<file path="config.mk">
export PLATFORM = sky130hd
export DESIGN_NAME = apb_multi_slave_resp24
export DESIGN_NICKNAME = d
export VERILOG_FILES = /design/src/rtl/apb_multi_slave_resp24_pkg.sv /design/src/rtl/apb_multi_slave_resp24_reg_bank.sv /design/src/rtl/apb_multi_slave_resp24.sv
export SDC_FILE = /design/constraint.sdc
export NUM_CORES = 2
export LEC_CHECK = 0
export ABC_AREA = 1
export ABC_CLOCK_PERIOD_IN_PS = 7100
export BUFFER_PORTS_ARGS = -buffer_cell sky130_fd_sc_hd__buf_2
export CAP_MARGIN = 20
export CORE_UTILIZATION = 38
export CTS_BUF_LIST = sky130_fd_sc_hd__clkbuf_8
export DETAILED_ROUTE_END_ITERATION = 7
export PLACE_DENSITY = 0.63
export SLEW_MARGIN = 30
export SYNTH_ARGS = -nofsm -noshare
export SYNTH_HDL_FRONTEND = slang
export SYNTH_HIERARCHICAL = 1
export SYNTH_SLANG_ARGS = --single-unit
</file>
<file path="constraint.sdc">
create_clock -name pclock24 -period 7.1 [get_ports pclock24]
set_input_delay 1.775 -clock pclock24 [delete_from_list [all_inputs] [get_ports pclock24]]
set_output_delay 1.775 -clock pclock24 [all_outputs]
set_load 0.02 [all_outputs]
</file>
<file path="src/rtl/apb_multi_slave_resp24_pkg.sv">
// Shared types and helpers for the multi-channel APB3 slave responder.
package apb_slave_pkg24;

  typedef enum logic {
    IDLE   = 1'b0,
    ACCESS = 1'b1
  } state_t;

  localparam int PROTO_MULTI   = 0;
  localparam int PROTO_NOSETUP = 1;
  localparam int PROTO_MIDACC  = 2;

  localparam int SEL_MAX = 32;

  // Isolates the lowest set bit of a select vector (two's-complement trick).
  function automatic logic [SEL_MAX-1:0] onehot_lowest24(input logic [SEL_MAX-1:0] v);
    return v & (~v + 32'd1);
  endfunction

endpackage

</file>
<file path="src/rtl/apb_multi_slave_resp24_reg_bank.sv">
// One slave's register bank: single write port, asynchronous read, cleared on reset.
module apb_reg_bank24
  import apb_slave_pkg24::*;
#(
  parameter int DEPTH24 = 16,
  parameter int WIDTH24 = 32
) (
  input  logic                       clk,
  input  logic                       rst_n,
  input  logic                       we,
  input  logic [$clog2(DEPTH24)-1:0] waddr,
  input  logic [WIDTH24-1:0]         wdata,
  input  logic [$clog2(DEPTH24)-1:0] raddr,
  output logic [WIDTH24-1:0]         rdata
);

  logic [WIDTH24-1:0] mem_r [DEPTH24];

  // Storage array with write port
  always_ff @(posedge clk or negedge rst_n) begin
    if (!rst_n) begin
      for (int i = 0; i < DEPTH24; i++) begin
        mem_r[i] <= '0;
      end
    end else if (we) begin
      mem_r[waddr] <= wdata;
    end
  end

  assign rdata = mem_r[raddr];

endmodule

</file>
<file path="src/rtl/apb_multi_slave_resp24.sv">
// Reactive APB3 slave for NUM_SLAVES24 select lines, each backed by its own register bank,
// with programmable wait states, address-error responses and sticky protocol-violation flags.
module apb_multi_slave_resp24
  import apb_slave_pkg24::*;
#(
  parameter int NUM_SLAVES24   = 4,
  parameter int PADDR_WIDTH24  = 32,
  parameter int PWDATA_WIDTH24 = 32,
  parameter int PRDATA_WIDTH24 = 32,
  parameter int DEPTH24        = 16,
  parameter int MAX_WAIT24     = 15,
  localparam int WW24          = $clog2(MAX_WAIT24 + 1)
) (
  input  logic                      pclock24,
  input  logic                      preset24,
  input  logic [PADDR_WIDTH24-1:0]  paddr24,
  input  logic                      prwd24,
  input  logic [PWDATA_WIDTH24-1:0] pwdata24,
  input  logic [NUM_SLAVES24-1:0]   psel24,
  input  logic                      penable24,
  input  logic [WW24-1:0]           wait_cfg24,
  output logic [PRDATA_WIDTH24-1:0] prdata24,
  output logic                      pready24,
  output logic                      pslverr24,
  output logic [2:0]                proto_err24
);

  localparam int AW = $clog2(DEPTH24);
  localparam int IW = (NUM_SLAVES24 > 1) ? $clog2(NUM_SLAVES24) : 1;
  localparam logic [PADDR_WIDTH24-1:0] ADDR_LIMIT = PADDR_WIDTH24'(DEPTH24 * 4);
  localparam logic [WW24-1:0] WAIT_CAP = WW24'(MAX_WAIT24);

  state_t                    state_r;
  logic [IW-1:0]             idx_r;
  logic [PADDR_WIDTH24-1:0]  addr_r;
  logic [NUM_SLAVES24-1:0]   sel_r;
  logic                      write_r;
  logic [PWDATA_WIDTH24-1:0] wdata_r;
  logic [WW24-1:0]           cnt_r;
  logic                      aerr_r;

  logic [SEL_MAX-1:0]        low_s;
  logic [IW-1:0]             low_idx_s;
  logic                      multi_s;
  logic                      addr_err_s;
  logic [WW24-1:0]           wait_eff_s;
  logic [IW-1:0]             rd_idx_s;
  logic [AW-1:0]             rd_word_s;
  logic [PWDATA_WIDTH24-1:0] rd_data_s;
  logic                      commit_s;
  logic [PWDATA_WIDTH24-1:0] bank_rdata_s [NUM_SLAVES24];

  // Setup-phase decode: selected channel, error classification and read addressing
  always_comb begin
    low_s      = onehot_lowest24(SEL_MAX'(psel24));
    multi_s    = (|psel24) && (low_s != SEL_MAX'(psel24));
    low_idx_s  = '0;
    for (int i = 0; i < NUM_SLAVES24; i++) begin
      low_idx_s = low_idx_s | (low_s[i] ? IW'(i) : IW'(0));
    end
    addr_err_s = (paddr24[1:0] != 2'b00) || (paddr24 >= ADDR_LIMIT);
    wait_eff_s = (wait_cfg24 > WAIT_CAP) ? WAIT_CAP : wait_cfg24;
    case (state_r)
      IDLE: begin
        rd_idx_s  = low_idx_s;
        rd_word_s = paddr24[AW+1:2];
      end
      ACCESS: begin
        rd_idx_s  = idx_r;
        rd_word_s = addr_r[AW+1:2];
      end
      default: begin
        rd_idx_s  = idx_r;
        rd_word_s = addr_r[AW+1:2];
      end
    endcase
    rd_data_s = bank_rdata_s[rd_idx_s];
    commit_s  = (state_r == ACCESS) && pready24 && (|psel24) && write_r && !aerr_r;
  end

  for (genvar g = 0; g < NUM_SLAVES24; g++) begin : g_bank
    apb_reg_bank24 #(
      .DEPTH24 (DEPTH24),
      .WIDTH24 (PWDATA_WIDTH24)
    ) u_bank (
      .clk   (pclock24),
      .rst_n (preset24),
      .we    (commit_s && (idx_r == IW'(g))),
      .waddr (addr_r[AW+1:2]),
      .wdata (wdata_r),
      .raddr (rd_word_s),
      .rdata (bank_rdata_s[g])
    );
  end

  // Transfer FSM with registered response outputs
  always_ff @(posedge pclock24 or negedge preset24) begin
    if (!preset24) begin
      state_r     <= IDLE;
      idx_r       <= '0;
      addr_r      <= '0;
      sel_r       <= '0;
      write_r     <= 1'b0;
      wdata_r     <= '0;
      cnt_r       <= '0;
      aerr_r      <= 1'b0;
      prdata24    <= '0;
      pready24    <= 1'b0;
      pslverr24   <= 1'b0;
      proto_err24 <= 3'b000;
    end else begin
      case (state_r)
        IDLE: begin
          if ((|psel24) && !penable24) begin
            idx_r     <= low_idx_s;
            addr_r    <= paddr24;
            sel_r     <= psel24;
            write_r   <= prwd24;
            wdata_r   <= pwdata24;
            cnt_r     <= wait_eff_s;
            aerr_r    <= addr_err_s;
            pready24  <= (wait_eff_s == WW24'(0));
            pslverr24 <= (wait_eff_s == WW24'(0)) && addr_err_s;
            prdata24  <= ((wait_eff_s == WW24'(0)) && !prwd24 && !addr_err_s) ?
                         PRDATA_WIDTH24'(rd_data_s) : '0;
            if (multi_s) begin
              proto_err24[PROTO_MULTI] <= 1'b1;
            end
            state_r   <= ACCESS;
          end else if (penable24) begin
            proto_err24[PROTO_NOSETUP] <= 1'b1;
          end
        end
        ACCESS: begin
          if (!(|psel24)) begin
            // Master abandoned the transfer: no write, no response.
            proto_err24[PROTO_MIDACC] <= 1'b1;
            pready24  <= 1'b0;
            pslverr24 <= 1'b0;
            prdata24  <= '0;
            state_r   <= IDLE;
          end else begin
            if ((psel24 != sel_r) || (paddr24 != addr_r)) begin
              proto_err24[PROTO_MIDACC] <= 1'b1;
            end
            if (pready24) begin
              pready24  <= 1'b0;
              pslverr24 <= 1'b0;
              prdata24  <= '0;
              state_r   <= IDLE;
            end else begin
              cnt_r <= cnt_r - WW24'(1);
              if (cnt_r == WW24'(1)) begin
                pready24  <= 1'b1;
                pslverr24 <= aerr_r;
                prdata24  <= (aerr_r || write_r) ? '0 : PRDATA_WIDTH24'(rd_data_s);
              end
            end
          end
        end
        default: begin
          state_r <= IDLE;
        end
      endcase
    end
  end

endmodule

</file>
# Word level (Yosys, flattened, before mapping)
# Cells that the tools add are included.
dict set report totals {
  in_bits 76
  reg_bits 2162
  wordCells 192
  out_inout_bits 37
}
dict set report classes {
  reduce_logical 31
  n_addsub 2
  n_bitwise 9
  n_lt_le_gt_ge 6
  n_mux 54
  n_eq_ne 12
}
# op n
set op_table {}
lappend op_table {{512-bit bitwise mux} 4}
lappend op_table {{32-bit two-way mux} 17}
lappend op_table {{32-bit binary-select mux with 4-bit select} 4}
lappend op_table {{32-bit demux with 4-bit select} 1}
lappend op_table {{32-bit binary-select mux with 2-bit select} 1}
lappend op_table {{32-bit one-hot mux with 2 select lines} 1}
lappend op_table {{32-bit by 1-bit adder with 32-bit output (second input constant)} 1}
lappend op_table {{4-bit by 32-bit AND with 32-bit output} 1}
lappend op_table {{32-bit by 7-bit >= comparator with 1-bit output (second input constant)} 1}
lappend op_table {{32-bit != test} 1}
lappend op_table {{32-bit by 4-bit != test with 1-bit output} 1}
lappend op_table {{4-bit NOT with 32-bit output} 1}
lappend op_table {{4-bit two-way mux} 4}
lappend op_table {{4-bit one-hot mux with 2 select lines} 2}
lappend op_table {{1-bit logical AND} 14}
lappend op_table {{1-bit two-way mux} 14}
lappend op_table {{5-bit >= comparator (second input constant)} 2}
lappend op_table {{4-bit NOT with 5-bit output} 2}
lappend op_table {{3-bit AND reduction} 3}
lappend op_table {{1-bit one-hot mux with 2 select lines} 3}
lappend op_table {{2-bit AND reduction} 3}
lappend op_table {{5-bit by 1-bit less-than comparator with 1-bit output (second input constant)} 1}
lappend op_table {{2-bit == test (second input constant)} 2}
lappend op_table {{4-bit by 1-bit == test with 1-bit output (second input constant)} 1}
lappend op_table {{20 further kinds} 29}

# Logic depth before layout (Yosys ltp)
dict set report logic_depth {
  depth_word 16
  ltp_mapped 18
  depth_no_buf 14
}

# Modules after synthesis
# The synthesis kept the hierarchy.
# module area_per_inst_um2 seq_area_each_um2 n_inst cells_each
set by_module_without_submodules {}
lappend by_module_without_submodules {apb_reg_bank24 24566.1 12812.3 4 3246}
lappend by_module_without_submodules {apb_multi_slave_resp24 6493.7 2852.7 1 920}

# Worst setup path after synthesis
# Ideal clock, no wire load.
dict set report synth_path {
  path_kind {input to register}
  startpoint {input port paddr24[2]}
  endpoint {register prdata24[18]}
  setup_ns 0.117
  required_time_ns 6.983
  path_slack_ns 2.721
  path_stages 16
  path_buffers 3
  t_arrival_ns 4.262
  cell_sequence {inv_1 > o21ai_0 > buf_4 > buf_4 > buf_2 > nand2_1 > nand3_1 > nand3_1 > nand3_1 > nand2_1 > inv_1 > nand2_1 > nand3b_1 > nand2_1 > nand3_1 > nand2_1}
}
# item line_no
set synth_rtl {}
lappend synth_rtl {{from (decl)} apb_multi_slave_resp24.sv:16} ;# input logic [PADDR_WIDTH24-1:0] paddr24,
lappend synth_rtl {{to (signal assigned)} apb_multi_slave_resp24.sv:124} ;# prdata24 <= ((wait_eff_s == WW24'(0)) && !prwd24 && !addr_err_s) ?
lappend synth_rtl {{to (signal assigned)} apb_multi_slave_resp24.sv:156} ;# prdata24 <= (aerr_r || write_r) ? '0 : PRDATA_WIDTH24'(rd_data_s);
lappend synth_rtl {{to (decl)} apb_multi_slave_resp24.sv:22} ;# output logic [PRDATA_WIDTH24-1:0] prdata24,

==> flow_metrics.tcl <==
set metrics [dict create \
    required_ns 7.97 \
    drv_slew 0 \
    synth_top_area_share_pct 51.6 \
    setup_viol 0 \
    cts_buffer_depth 4 \
    postCtsSetupRepairBufs 0 \
    clkTransAtPathRegs_ns 0.06 \
    power_density_mw_per_mm2 387 \
    reg2reg_slack_ns 2.63 \
    r2r-end "prdata24[28]" \
    port_buffers 112 \
    maxSlewHeadroom_pct 27.0 \
    drtAntennaViolNets 0 \
    synth_fp_nets 13982 \
    max_freq_mhz 224 \
    ctsResizeCount 0 \
    cts_hold_buf 0 \
    vias 89984 \
    whs_path_depth 2 \
    ys.flop_type "dfrtp_1" \
    worst_skew_pair.late_latency_ns 1.02 \
    avgSynthCellArea_um2 7.53 \
    yosysSeqAreaShare_pct 51.6 \
    synth_common_cells "4675 x nand2_1, 2166 x o21ai_0, 2162 x dfrtp_1" \
    worstMarginPinSlew_ns 1.10 \
    netlist_instances 13904 \
    row_count 192 \
    min_period_over_period_pct 62.9 \
    ys_async_sr_fraction_pct 100 \
    cts_buffers 366 \
    finalPower_mw 44.8 \
    die_y_um 527 \
    whs_ns 0.471 \
    initial_core_util_pct 38.3 \
    grt_max_degree 183 \
    grt_pass1_vias 84925 \
    hold_viol_final 0 \
    synth_area_leaders "dfrtp_1 52%, nand2_1 17%, o21ai_0 10%" \
    cts_root_buf "clkbuf_8" \
    ys_warn_count 6 \
    cp.arrival_ns 5.34 \
    cts_tree "built" \
    drv_cap 0 \
    synth_top_area_cell "dfrtp_1" \
    status "finished clean" \
    grt_pass1_wl_mm 527 \
    synth-seq-cells 2162 \
    die-area_mm2 0.278 \
    critPathMaxFanout 144 \
    path_class "flop to flop" \
    antenna_found_initial 29 \
    syn_to_final_growth_pct 10.4 \
    critical_path.max_stage_delay_ns 0.71 \
    hp-start "proto_err24[2]" \
    r2r-start "state_r" \
    cp_slowest_cell "dfrtp_1" \
    critPathMostFrequentCell "nand3_1" \
    synth_edf_count 0 \
    syn_area_mm2 0.105 \
    skew_ns 0.0739 \
    cellLeakagePower_nw 55.3 \
    yosysMostFrequentCell "nand2_1" \
    wl_mm 342 \
    detail_route.iter0.violations 9845 \
    ios 113 \
    r2r_cells 15 \
    wl_per_cell_um 19.4 \
    holdPathEnd "proto_err24[2]" \
    fin_setup_tns_ns 0 \
    overflow 0 \
    drive_gt1_share_pct 7.43 \
    die-width_um 527 \
    htree_levels 5 \
    cp-start-kind "flop" \
    finalCriticalPeriod_ns 4.47 \
    dp_hpwl_mm 192 \
    endpoint_kind "flop" \
    nNetsFinal 13815 \
    grt_setup_unrepaired "no" \
    vdd_drop_max_uv 392 \
    synthDistinctLibCells 36 \
    min_path_type "flop to flop" \
    drt_pass1_iterations 6 \
    drc_errors 0 \
    crit_chain "buf_4, nand2_1, o21ai_4, buf_12, buf_12, buf_4, nand2_1, nand3_1, nand3_1, nand3_1, nand2_1, nand3_1, nand3_1, nand4_1, nand2_1" \
    via_per_inst 5.11 \
    gp_congestion 0.874 \
    core_area_mm2 0.274 \
    cts_sinks 2162 \
    grtUsageTotal_pct 24.4 \
]
final cells by class:
class	count	area, µm²
diodes	8	20.0
clock buffers	473	6510
clock inverters	175	957
fillers	27853	158000
inverters	1998	7540
multi-input cells	8886	39300
flip-flops and latches	2162	54100
well taps	3589	4490
repair buffers	323	2760
metal layers:
metal / share of wire (%) / global-route usage, %
met5: 0.037 / 0
met4: 4.6 / 10.9
met3: 8.0 / 3.81
met2: 44 / 38.0
met1: 43 / 33.5
through the flow:
stage,utilization [%],cells,worst slack [ns],cell area (µm²)
after floorplan,-,13904,2.72,105000
after global placement,39.4,16948,1.86,108000
after detailed placement,39.5,16955,1.84,108000
after CTS,42.2,17603,2.74,116000
after global routing,42.2,17611,2.35,116000
final,42.2,17614,2.63,116000
cells by family after synthesis:
group	Yosys count	synth area share, %
and+or+nand+nor	6572	26.2
xor gates and xnor gates	18	0.150
buffers and inverters	2856	11.0
AOI/OAI and AO/OA	2294	11.0
adders and majority gates	2	0.0239
DFF	2162	51.6
flip-flops by register name, summed over array words and instances (netlist names):
register	count
cnt_r	4
proto_err24	3
g_bank.u_bank/mem_r	2048
pslverr24	1
pready24	1
state_r	1
wdata_r	32
aerr_r	1
idx_r	2
write_r	1
prdata24	32
sel_r	4
addr_r	32
power by group:
| part | switching (mW) | total, mW | internal, mW |
|---|---|---|---|
| Combinational | 14.4 | 18.9 | 4.55 |
| Sequential | 0.879 | 14.4 | 13.5 |
| Clock | 5.28 | 11.5 | 6.21 |
placed cells by master, fill, tap and decap left out, types with 25 or more instances in the layout:
| master | Yosys | routed |
|---|---|---|
| buf_12 | 0 | 33 |
| buf_2 | 288 | 111 |
| buf_4 | 103 | 168 |
| clkbuf_8 | 0 | 473 |
| clkinv_2 | 0 | 28 |
| dfrtp_1 | 2162 | 2129 |
| dfrtp_2 | 0 | 33 |
| inv_1 | 1983 | 2096 |
| nand2_1 | 4675 | 4672 |
| nand3_1 | 1691 | 1691 |
| nand4_1 | 35 | 35 |
| nor2_1 | 38 | 38 |
| nor2_4 | 25 | 25 |
| o21ai_0 | 2166 | 2162 |
| o21ai_1 | 119 | 118 |
| or2_2 | 25 | 25 |
worst max-delay path: cells and delay by family, from the launching register on:
family / cells / cell delay [ns]
AO/OA/AOI/OAI: 1 / 0.13
buffers and inverters: 4 / 1.87
AND/OR/NAND/NOR: 10 / 1.25
flip-flops: 1 / 0.71
how the worst max path moves through the flow:
stage | to | slack, ns | from
finish | prdata24[28] | 2.63 | state_r
global route | prdata24[28] | 2.35 | state_r
CTS | prdata24[28] | 2.74 | state_r
detailed placement | prdata24[26] | 1.84 | paddr24[3]
global placement | prdata24[28] | 1.86 | paddr24[2]
floorplan | prdata24[18] | 2.72 | paddr24[2]
No activity file was read; power rests on OpenSTA's default activity.
